[src/rtl/bf_core.sv]
// Brainfuck execution core with width-generic cells and pointers.
// Program and data memories are external and have a 1-cycle synchronous read.
// Byte I/O uses valid/ready handshakes. A nonzero status code stops execution.
module bf_core #(
  parameter int PROG_ADDR_W = 8,
  parameter int DATA_ADDR_W = 8,
  parameter int CELL_W      = 8,
  parameter int STACK_DEPTH = 8,
  parameter bit PTR_WRAP    = 1'b0
) (
  input  logic                   clk,
  input  logic                   reset,
  input  logic                   en,
  output logic [PROG_ADDR_W-1:0] prog_addr,
  output logic                   prog_ren,
  input  logic [7:0]             prog_rdata,
  output logic [DATA_ADDR_W-1:0] data_addr,
  output logic                   data_ren,
  input  logic [CELL_W-1:0]      data_rdata,
  output logic                   data_wen,
  output logic [CELL_W-1:0]      data_wdata,
  output logic [7:0]             out_data,
  output logic                   out_valid,
  input  logic                   out_ready,
  input  logic [7:0]             in_data,
  input  logic                   in_valid,
  output logic                   in_ready,
  output logic                   halted,
  output logic [2:0]             status
);

  localparam int SP_W    = $clog2(STACK_DEPTH + 1);
  localparam int IDX_W   = $clog2(STACK_DEPTH);
  localparam int DEPTH_W = PROG_ADDR_W + 1;

  localparam logic [2:0] ST_RUN             = 3'd0;
  localparam logic [2:0] ST_DONE            = 3'd1;
  localparam logic [2:0] ST_DP_RANGE        = 3'd2;
  localparam logic [2:0] ST_STACK_OVF       = 3'd3;
  localparam logic [2:0] ST_UNMATCHED_CLOSE = 3'd4;
  localparam logic [2:0] ST_UNMATCHED_OPEN  = 3'd5;

  localparam logic [7:0] CH_RIGHT = 8'h3E;  // '>'
  localparam logic [7:0] CH_LEFT  = 8'h3C;  // '<'
  localparam logic [7:0] CH_INC   = 8'h2B;  // '+'
  localparam logic [7:0] CH_DEC   = 8'h2D;  // '-'
  localparam logic [7:0] CH_OUT   = 8'h2E;  // '.'
  localparam logic [7:0] CH_IN    = 8'h2C;  // ','
  localparam logic [7:0] CH_OPEN  = 8'h5B;  // '['
  localparam logic [7:0] CH_CLOSE = 8'h5D;  // ']'
  localparam logic [7:0] CH_END   = 8'h00;

  typedef enum logic [2:0] {
    S_FETCH, S_DECODE, S_EXEC, S_SCAN_F, S_SCAN_D, S_OUT_WAIT, S_IN_WAIT, S_HALT
  } state_t;

  state_t                 state, state_n;
  logic [PROG_ADDR_W-1:0] pc, pc_n, pc_inc, stack_top;
  logic [DATA_ADDR_W-1:0] dp, dp_n;
  logic [SP_W-1:0]        sp;
  logic [IDX_W-1:0]       top_idx;
  logic [DEPTH_W-1:0]     depth, depth_n;
  logic [7:0]             instr;
  logic [2:0]             status_n;
  logic                   out_valid_n;
  logic [7:0]             out_data_n;
  logic                   push, pop, go;
  logic                   data_ren_c, data_wen_c;
  logic [CELL_W-1:0]      data_wdata_c;
  logic                   cell_zero, stack_full, stack_empty;
  logic [PROG_ADDR_W-1:0] stack_mem [STACK_DEPTH];

  // Memory strobes are Mealy outputs: they must never fire while frozen or in reset.
  assign go          = en & ~reset;
  assign pc_inc      = pc + PROG_ADDR_W'(1);
  assign top_idx     = IDX_W'(sp - SP_W'(1));
  assign stack_top   = stack_mem[top_idx];
  assign cell_zero   = (data_rdata == '0);
  assign stack_full  = (sp == SP_W'(STACK_DEPTH));
  assign stack_empty = (sp == '0);

  assign prog_addr  = pc;
  assign prog_ren   = ((state == S_FETCH) || (state == S_SCAN_F)) && !reset;
  assign data_addr  = dp;
  assign data_ren   = data_ren_c & go;
  assign data_wen   = data_wen_c & go;
  assign data_wdata = go ? data_wdata_c : '0;
  assign in_ready   = (state == S_IN_WAIT);
  assign halted     = (status != ST_RUN);

  // Next-state, register updates and memory strobes for the current state.
  always_comb begin
    // NOTE: every output of this block gets a default first, so no path can infer a latch.
    state_n      = state;
    pc_n         = pc;
    dp_n         = dp;
    depth_n      = depth;
    status_n     = status;
    out_valid_n  = out_valid;
    out_data_n   = out_data;
    push         = 1'b0;
    pop          = 1'b0;
    data_ren_c   = 1'b0;
    data_wen_c   = 1'b0;
    data_wdata_c = '0;
    unique case (state)
      S_FETCH: state_n = S_DECODE;
      S_DECODE: begin
        unique case (prog_rdata)
          CH_RIGHT: begin
            if (!PTR_WRAP && dp == {DATA_ADDR_W{1'b1}}) begin
              status_n = ST_DP_RANGE;
              state_n  = S_HALT;
            end else begin
              dp_n    = dp + DATA_ADDR_W'(1);
              pc_n    = pc_inc;
              state_n = S_FETCH;
            end
          end
          CH_LEFT: begin
            if (!PTR_WRAP && dp == '0) begin
              status_n = ST_DP_RANGE;
              state_n  = S_HALT;
            end else begin
              dp_n    = dp - DATA_ADDR_W'(1);
              pc_n    = pc_inc;
              state_n = S_FETCH;
            end
          end
          CH_INC, CH_DEC, CH_OUT, CH_OPEN, CH_CLOSE: begin
            data_ren_c = 1'b1;
            state_n    = S_EXEC;
          end
          CH_IN: state_n = S_IN_WAIT;
          CH_END: begin
            status_n = ST_DONE;
            state_n  = S_HALT;
          end
          default: begin
            pc_n    = pc_inc;
            state_n = S_FETCH;
          end
        endcase
      end
      S_EXEC: begin
        state_n = S_FETCH;
        pc_n    = pc_inc;
        unique case (instr)
          CH_INC: begin
            data_wen_c   = 1'b1;
            data_wdata_c = data_rdata + CELL_W'(1);
          end
          CH_DEC: begin
            data_wen_c   = 1'b1;
            data_wdata_c = data_rdata - CELL_W'(1);
          end
          CH_OUT: begin
            pc_n        = pc;
            out_data_n  = data_rdata[7:0];
            out_valid_n = 1'b1;
            state_n     = S_OUT_WAIT;
          end
          CH_OPEN: begin
            if (cell_zero) begin
              depth_n = DEPTH_W'(1);
              state_n = S_SCAN_F;
            end else if (stack_full) begin
              // A full stack wins over the push: nothing is written.
              pc_n     = pc;
              status_n = ST_STACK_OVF;
              state_n  = S_HALT;
            end else begin
              push = 1'b1;
            end
          end
          CH_CLOSE: begin
            if (stack_empty) begin
              pc_n     = pc;
              status_n = ST_UNMATCHED_CLOSE;
              state_n  = S_HALT;
            end else if (!cell_zero) begin
              pc_n = stack_top;
            end else begin
              pop = 1'b1;
            end
          end
          default: ;
        endcase
      end
      S_SCAN_F: state_n = S_SCAN_D;
      S_SCAN_D: begin
        pc_n    = pc_inc;
        state_n = S_SCAN_F;
        unique case (prog_rdata)
          CH_OPEN: depth_n = depth + DEPTH_W'(1);
          CH_CLOSE: begin
            depth_n = depth - DEPTH_W'(1);
            if (depth == DEPTH_W'(1)) state_n = S_FETCH;
          end
          CH_END: begin
            pc_n     = pc;
            status_n = ST_UNMATCHED_OPEN;
            state_n  = S_HALT;
          end
          default: ;
        endcase
      end
      S_OUT_WAIT: begin
        if (out_ready) begin
          out_valid_n = 1'b0;
          pc_n        = pc_inc;
          state_n     = S_FETCH;
        end
      end
      S_IN_WAIT: begin
        if (in_valid) begin
          data_wen_c   = 1'b1;
          data_wdata_c = CELL_W'(in_data);
          pc_n         = pc_inc;
          state_n      = S_FETCH;
        end
      end
      S_HALT: ;
      default: state_n = S_HALT;
    endcase
  end

  // Architectural state; en=0 freezes everything, including reset.
  always_ff @(posedge clk) begin
    // NOTE: sequential state uses non-blocking assignments so every register samples pre-edge values.
    if (en) begin
      if (reset) begin
        state     <= S_FETCH;
        pc        <= '0;
        dp        <= '0;
        sp        <= '0;
        depth     <= '0;
        instr     <= '0;
        status    <= ST_RUN;
        out_valid <= 1'b0;
        out_data  <= '0;
      end else begin
        state     <= state_n;
        pc        <= pc_n;
        dp        <= dp_n;
        depth     <= depth_n;
        status    <= status_n;
        out_valid <= out_valid_n;
        out_data  <= out_data_n;
        if (state == S_DECODE) instr <= prog_rdata;
        if (push)     sp <= sp + SP_W'(1);
        else if (pop) sp <= sp - SP_W'(1);
      end
    end
  end

  // Loop-return stack storage.
  always_ff @(posedge clk) begin
    // NOTE: the stack array has no reset; sp alone defines which entries are valid.
    if (go && push) stack_mem[sp[IDX_W-1:0]] <= pc_inc;
  end

endmodule

[config.mk]
export PLATFORM = sky130hd
export DESIGN_NAME = bf_core
export DESIGN_NICKNAME = d
export VERILOG_FILES = /design/src/rtl/bf_core.sv
export SDC_FILE = /design/constraint.sdc
export NUM_CORES = 1
export LEC_CHECK = 0
export CORE_MARGIN = 2
export CORE_UTILIZATION = 52
export DETAILED_ROUTE_END_ITERATION = 16
export HOLD_SLACK_MARGIN = 0.15
export PLACE_DENSITY = 0.75
export SETUP_SLACK_MARGIN = 0.2
export SLEW_MARGIN = 10
export SYNTH_ARGS = -nofsm -noshare
export SYNTH_HDL_FRONTEND = slang
export SYNTH_SLANG_ARGS = --single-unit
[constraint.sdc]
create_clock -name clk -period 5.7 [get_ports clk]
set_input_delay 1.14 -clock clk [delete_from_list [all_inputs] [get_ports clk]]
set_output_delay 1.14 -clock clk [all_outputs]
set_load 0.02 [all_outputs]
==> out/results.ini <==
[run_status]
status = completed

[routing]
drt_wl_total_mm = 13.67
first_iter_violations = 422
antenna_left = 0
drt-pass1-iter-count = 7
drc = 0
dr_total_vias = 4495
vias_per_cell = 5.962
wl_per_cell_um = 18.13

[timing]
timing.final.crit_share = 0.8516
report.final.setup_viol = 0
hold_viol_final = 0
max_slew.worst_pin.slew_ns = 1.145
fin_skew_ns = 0.009554
fmax_ghz = 0.2060
worst_slack_ns = 0.8459
fin_tns_setup_ns = 0
period_minus_slack_ns = 4.854
drv_slew = 0
slew_headroom = 0.2343
rsz0062_at_grt = false

[power]
seq_power_share = 0.441
comb_power_share = 0.101
powerDensity_mw_per_mm2 = 295.7
switching_power_w = 0.0005224
total_leakage_power_nw = 2.666
clkPwrFrac = 0.458
p_sw_frac = 0.2284
ir_drop_v = 0.0002268
internal-power_w = 0.001765

[worst_setup_path]
path_class = in2out
endpoint_kind = output port
cp_num_buf_inv = 3
cp_top_family = buffers and inverters
crit_fanout = 4
crit_chain = clkdlybuf4s50_1 > inv_1 > xnor2_1 > ha_1 > nor2_1 > o31ai_4 > a31oi_1 > o31ai_2 > xnor2_1 > o21ai_1 > clkdlybuf4s50_1
worst_ep_arrival_time_ns = 3.71
startpoint_type = input pin
cpMaxStageDelayCell = clkdlybuf4s50_1
max_stage_delay_ns = 0.61
crit_required_ns = 4.56

[clocking]
root_buffer = clkbuf_16
clock_latency_ns = 0.41
cts_hold_buf = 0
ctsLongestPathBuffers = 2
cts_sinks = 116
cts_setup_buffers = 0
cts_tree = yes
post_cts_resized = 0
clkTransAtPathRegs_ns = 0.05
h-tree-depth = 4
cts_inserted_buffers = 17

[yosys]
synth_flop_cell = edfxtp_1
synth-seq-cells = 116
ys_seq_area_frac = 0.5521
ys.warnings.count = 0
synth-async-reset-ratio = 0
postSynthCellCount = 519
synth_nets = 566
synthDistinctLibCells = 62
synth_area_per_cell_um2 = 12.16
netlist_area_mm2 = 0.006310
synth-edff-count = 116

[grt]
grt.overflow.total = 0
met2_usage = 0.3516
antenna_found_initial = 0
grt_max_degree = 55
grt_pass1_vias = 4380
grt_util_met1 = 0.2963
busiest_layer = met2
grt_first_pass_wirelength_mm = 21.95
gr-usage-all-layers = 0.2192
grtUsageMet3 = 0.05453

[layout]
antenna_cells = 0
fin_area_mm2 = 0.007737
syn_to_final_growth_pct = 22.63
nNetsFinal = 641
layout.cells.non_filler = 754
drive_above_1_share = 0.1104

[die]
fp.dieW_um = 114.2
num_rows = 40
start_util = 0.5297
die_area_mm2 = 0.01303
fp.coreArea_mm2 = 0.01191
pin_count = 70
die_h_um = 114.2

[placed_design]
gp_congestion = 0.8861
post-dp-hpwl_mm = 9.564
place_area_mm2 = 0.007146
io_buffers = 69
pre_cts_slack_ns = 0.8631
placed_cells = 722

[hold_path]
hp-class = reg2reg

[run]
cap_viol_max_count = 0

-- cell type report --
cell class,count,area [um2]
fill,878,4174
sequential,116,3483
multi-input combinational,367,2680
timing repair buffer,76,738.2
clock buffer,18,429.2
tap,147,183.9
clock inverter,14,162.7
inverter,16,60.06
-- path summary, 6_finish.rpt --
kind                                                  end  slack (ns)                   start  depth (start not counted)
worst max register to register  stack_mem[0][6]$_DFFE_PP_        2.46  state[2]$_SDFFCE_PP0P_                          6
worst min-delay path               depth[8]$_SDFFCE_PP0P_        0.64  depth[8]$_SDFFCE_PP0P_                          2
worst max-delay path                        data_wdata[6]        0.85           data_rdata[1]                         11
worst min register to register     depth[8]$_SDFFCE_PP0P_        0.64  depth[8]$_SDFFCE_PP0P_                          2
-- registers in the layout (all words and copies together), names as in the netlist --
register,flops
stack_mem,64
depth,9
data_addr,8
instr,8
out_data,8
prog_addr,8
sp,4
state,3
status,3
out_valid,1
-- through the flow --
step | utilization | hold WS, ns | total power (W)
finish | 0.6496 | 0.6428 | 0.002288
global route | 0.6496 | 0.6894 | 0.002359
CTS | 0.6496 | 0.6506 | 0.002295
detailed placement | 0.5999 | 0.6475 | 0.001254
global placement | 0.5999 | 0.5914 | 0.001245
floorplan | - | 0.5694 | 0.001163
-- worst register-to-register path: stages, from the launching register on --
cell      delay [ns]
edfxtp_1        0.56
nor3b_2         0.43
nand2_1         0.16
or3_1           0.47
or3_1           0.41
nor3_1          0.64
buf_4           0.27
-- cells in the final DEF (no fill, tap or decap), drive strengths merged, types with 14 or more instances in the layout --
| cell type | n |
|---|---|
| edfxtp | 116 |
| clkdlybuf4s50 | 68 |
| nor2 | 61 |
| nand2 | 40 |
| xnor2 | 24 |
| nor2b | 21 |
| clkbuf | 18 |
| ha | 17 |
| o21ai | 17 |
| inv | 16 |
| mux4 | 16 |
| nor3 | 16 |
| a21oi | 14 |
-- power by group through the flow --
stage / Combinational, W / Clock, W / Sequential (W)
CTS: 0.000230 / 0.00106 / 0.00101
detailed placement: 0.000228 / 0 / 0.00103
global route: 0.000251 / 0.00110 / 0.00101
global placement: 0.000221 / 0 / 0.00102
finish: 0.000230 / 0.00105 / 0.00101
floorplan: 0.000132 / 0 / 0.00103
-- metal layers --
| metal | vias up | part of all wire |
|---|---|---|
| met4 | 0 | 0.017 |
| met1 | 2187 | 0.44 |
| met2 | 158 | 0.49 |
| li1 | 2125 | - |
| met3 | 25 | 0.056 |
| met5 | - | 0 |
-- Yosys cell counts (2+ instances only) --
cell / number / area (um2)
and2_1: 3 / 18.77
nor4_1: 6 / 37.54
nand3_1: 13 / 65.06
nor3_2: 2 / 20.02
nand4_1: 4 / 25.02
buf_2: 3 / 15.01
a21oi_1: 14 / 70.07
nand2b_1: 6 / 37.54
nand2_1: 40 / 150.1
a22oi_1: 2 / 15.01
mux4_2: 16 / 360.4
or3_1: 8 / 50.05
o31a_1: 2 / 17.52
o41ai_1: 2 / 17.52
xor2_1: 12 / 105.1
nor2b_1: 21 / 131.4
or4_1: 3 / 22.52
o31ai_1: 5 / 37.54
clkbuf_1: 10 / 37.54
a21boi_0: 2 / 15.01
a221oi_1: 2 / 17.52
nand4b_1: 3 / 26.28
o21a_1: 4 / 30.03
edfxtp_1: 116 / 3483
nor3b_1: 3 / 22.52
o2111ai_1: 2 / 17.52
nor3_1: 14 / 70.07
buf_1: 6 / 22.52
mux2i_1: 13 / 130.1
and3_1: 5 / 31.28
nor2_1: 60 / 225.2
nand3b_1: 2 / 15.01
a31oi_1: 7 / 43.79
a21o_1: 2 / 15.01
a211oi_1: 8 / 60.06
inv_1: 16 / 60.06
o21ai_0: 16 / 80.08
xnor2_1: 24 / 210.2
ha_1: 17 / 212.7
a31o_2: 3 / 26.28
-- kinds of logic after synthesis --
group                      count (synthesis)  share of synthesized area
and+or+nand+nor                          202                     0.1687
DFF                                      116                     0.5521
AOI/OAI and AO/OA                         81                    0.08963
xor gates and xnor gates                  36                    0.04997
buffers and inverters                     36                    0.02320
muxes                                     30                    0.07952
adders and majority gates                 18                    0.03688
Power figures use the tool's default switching activity.
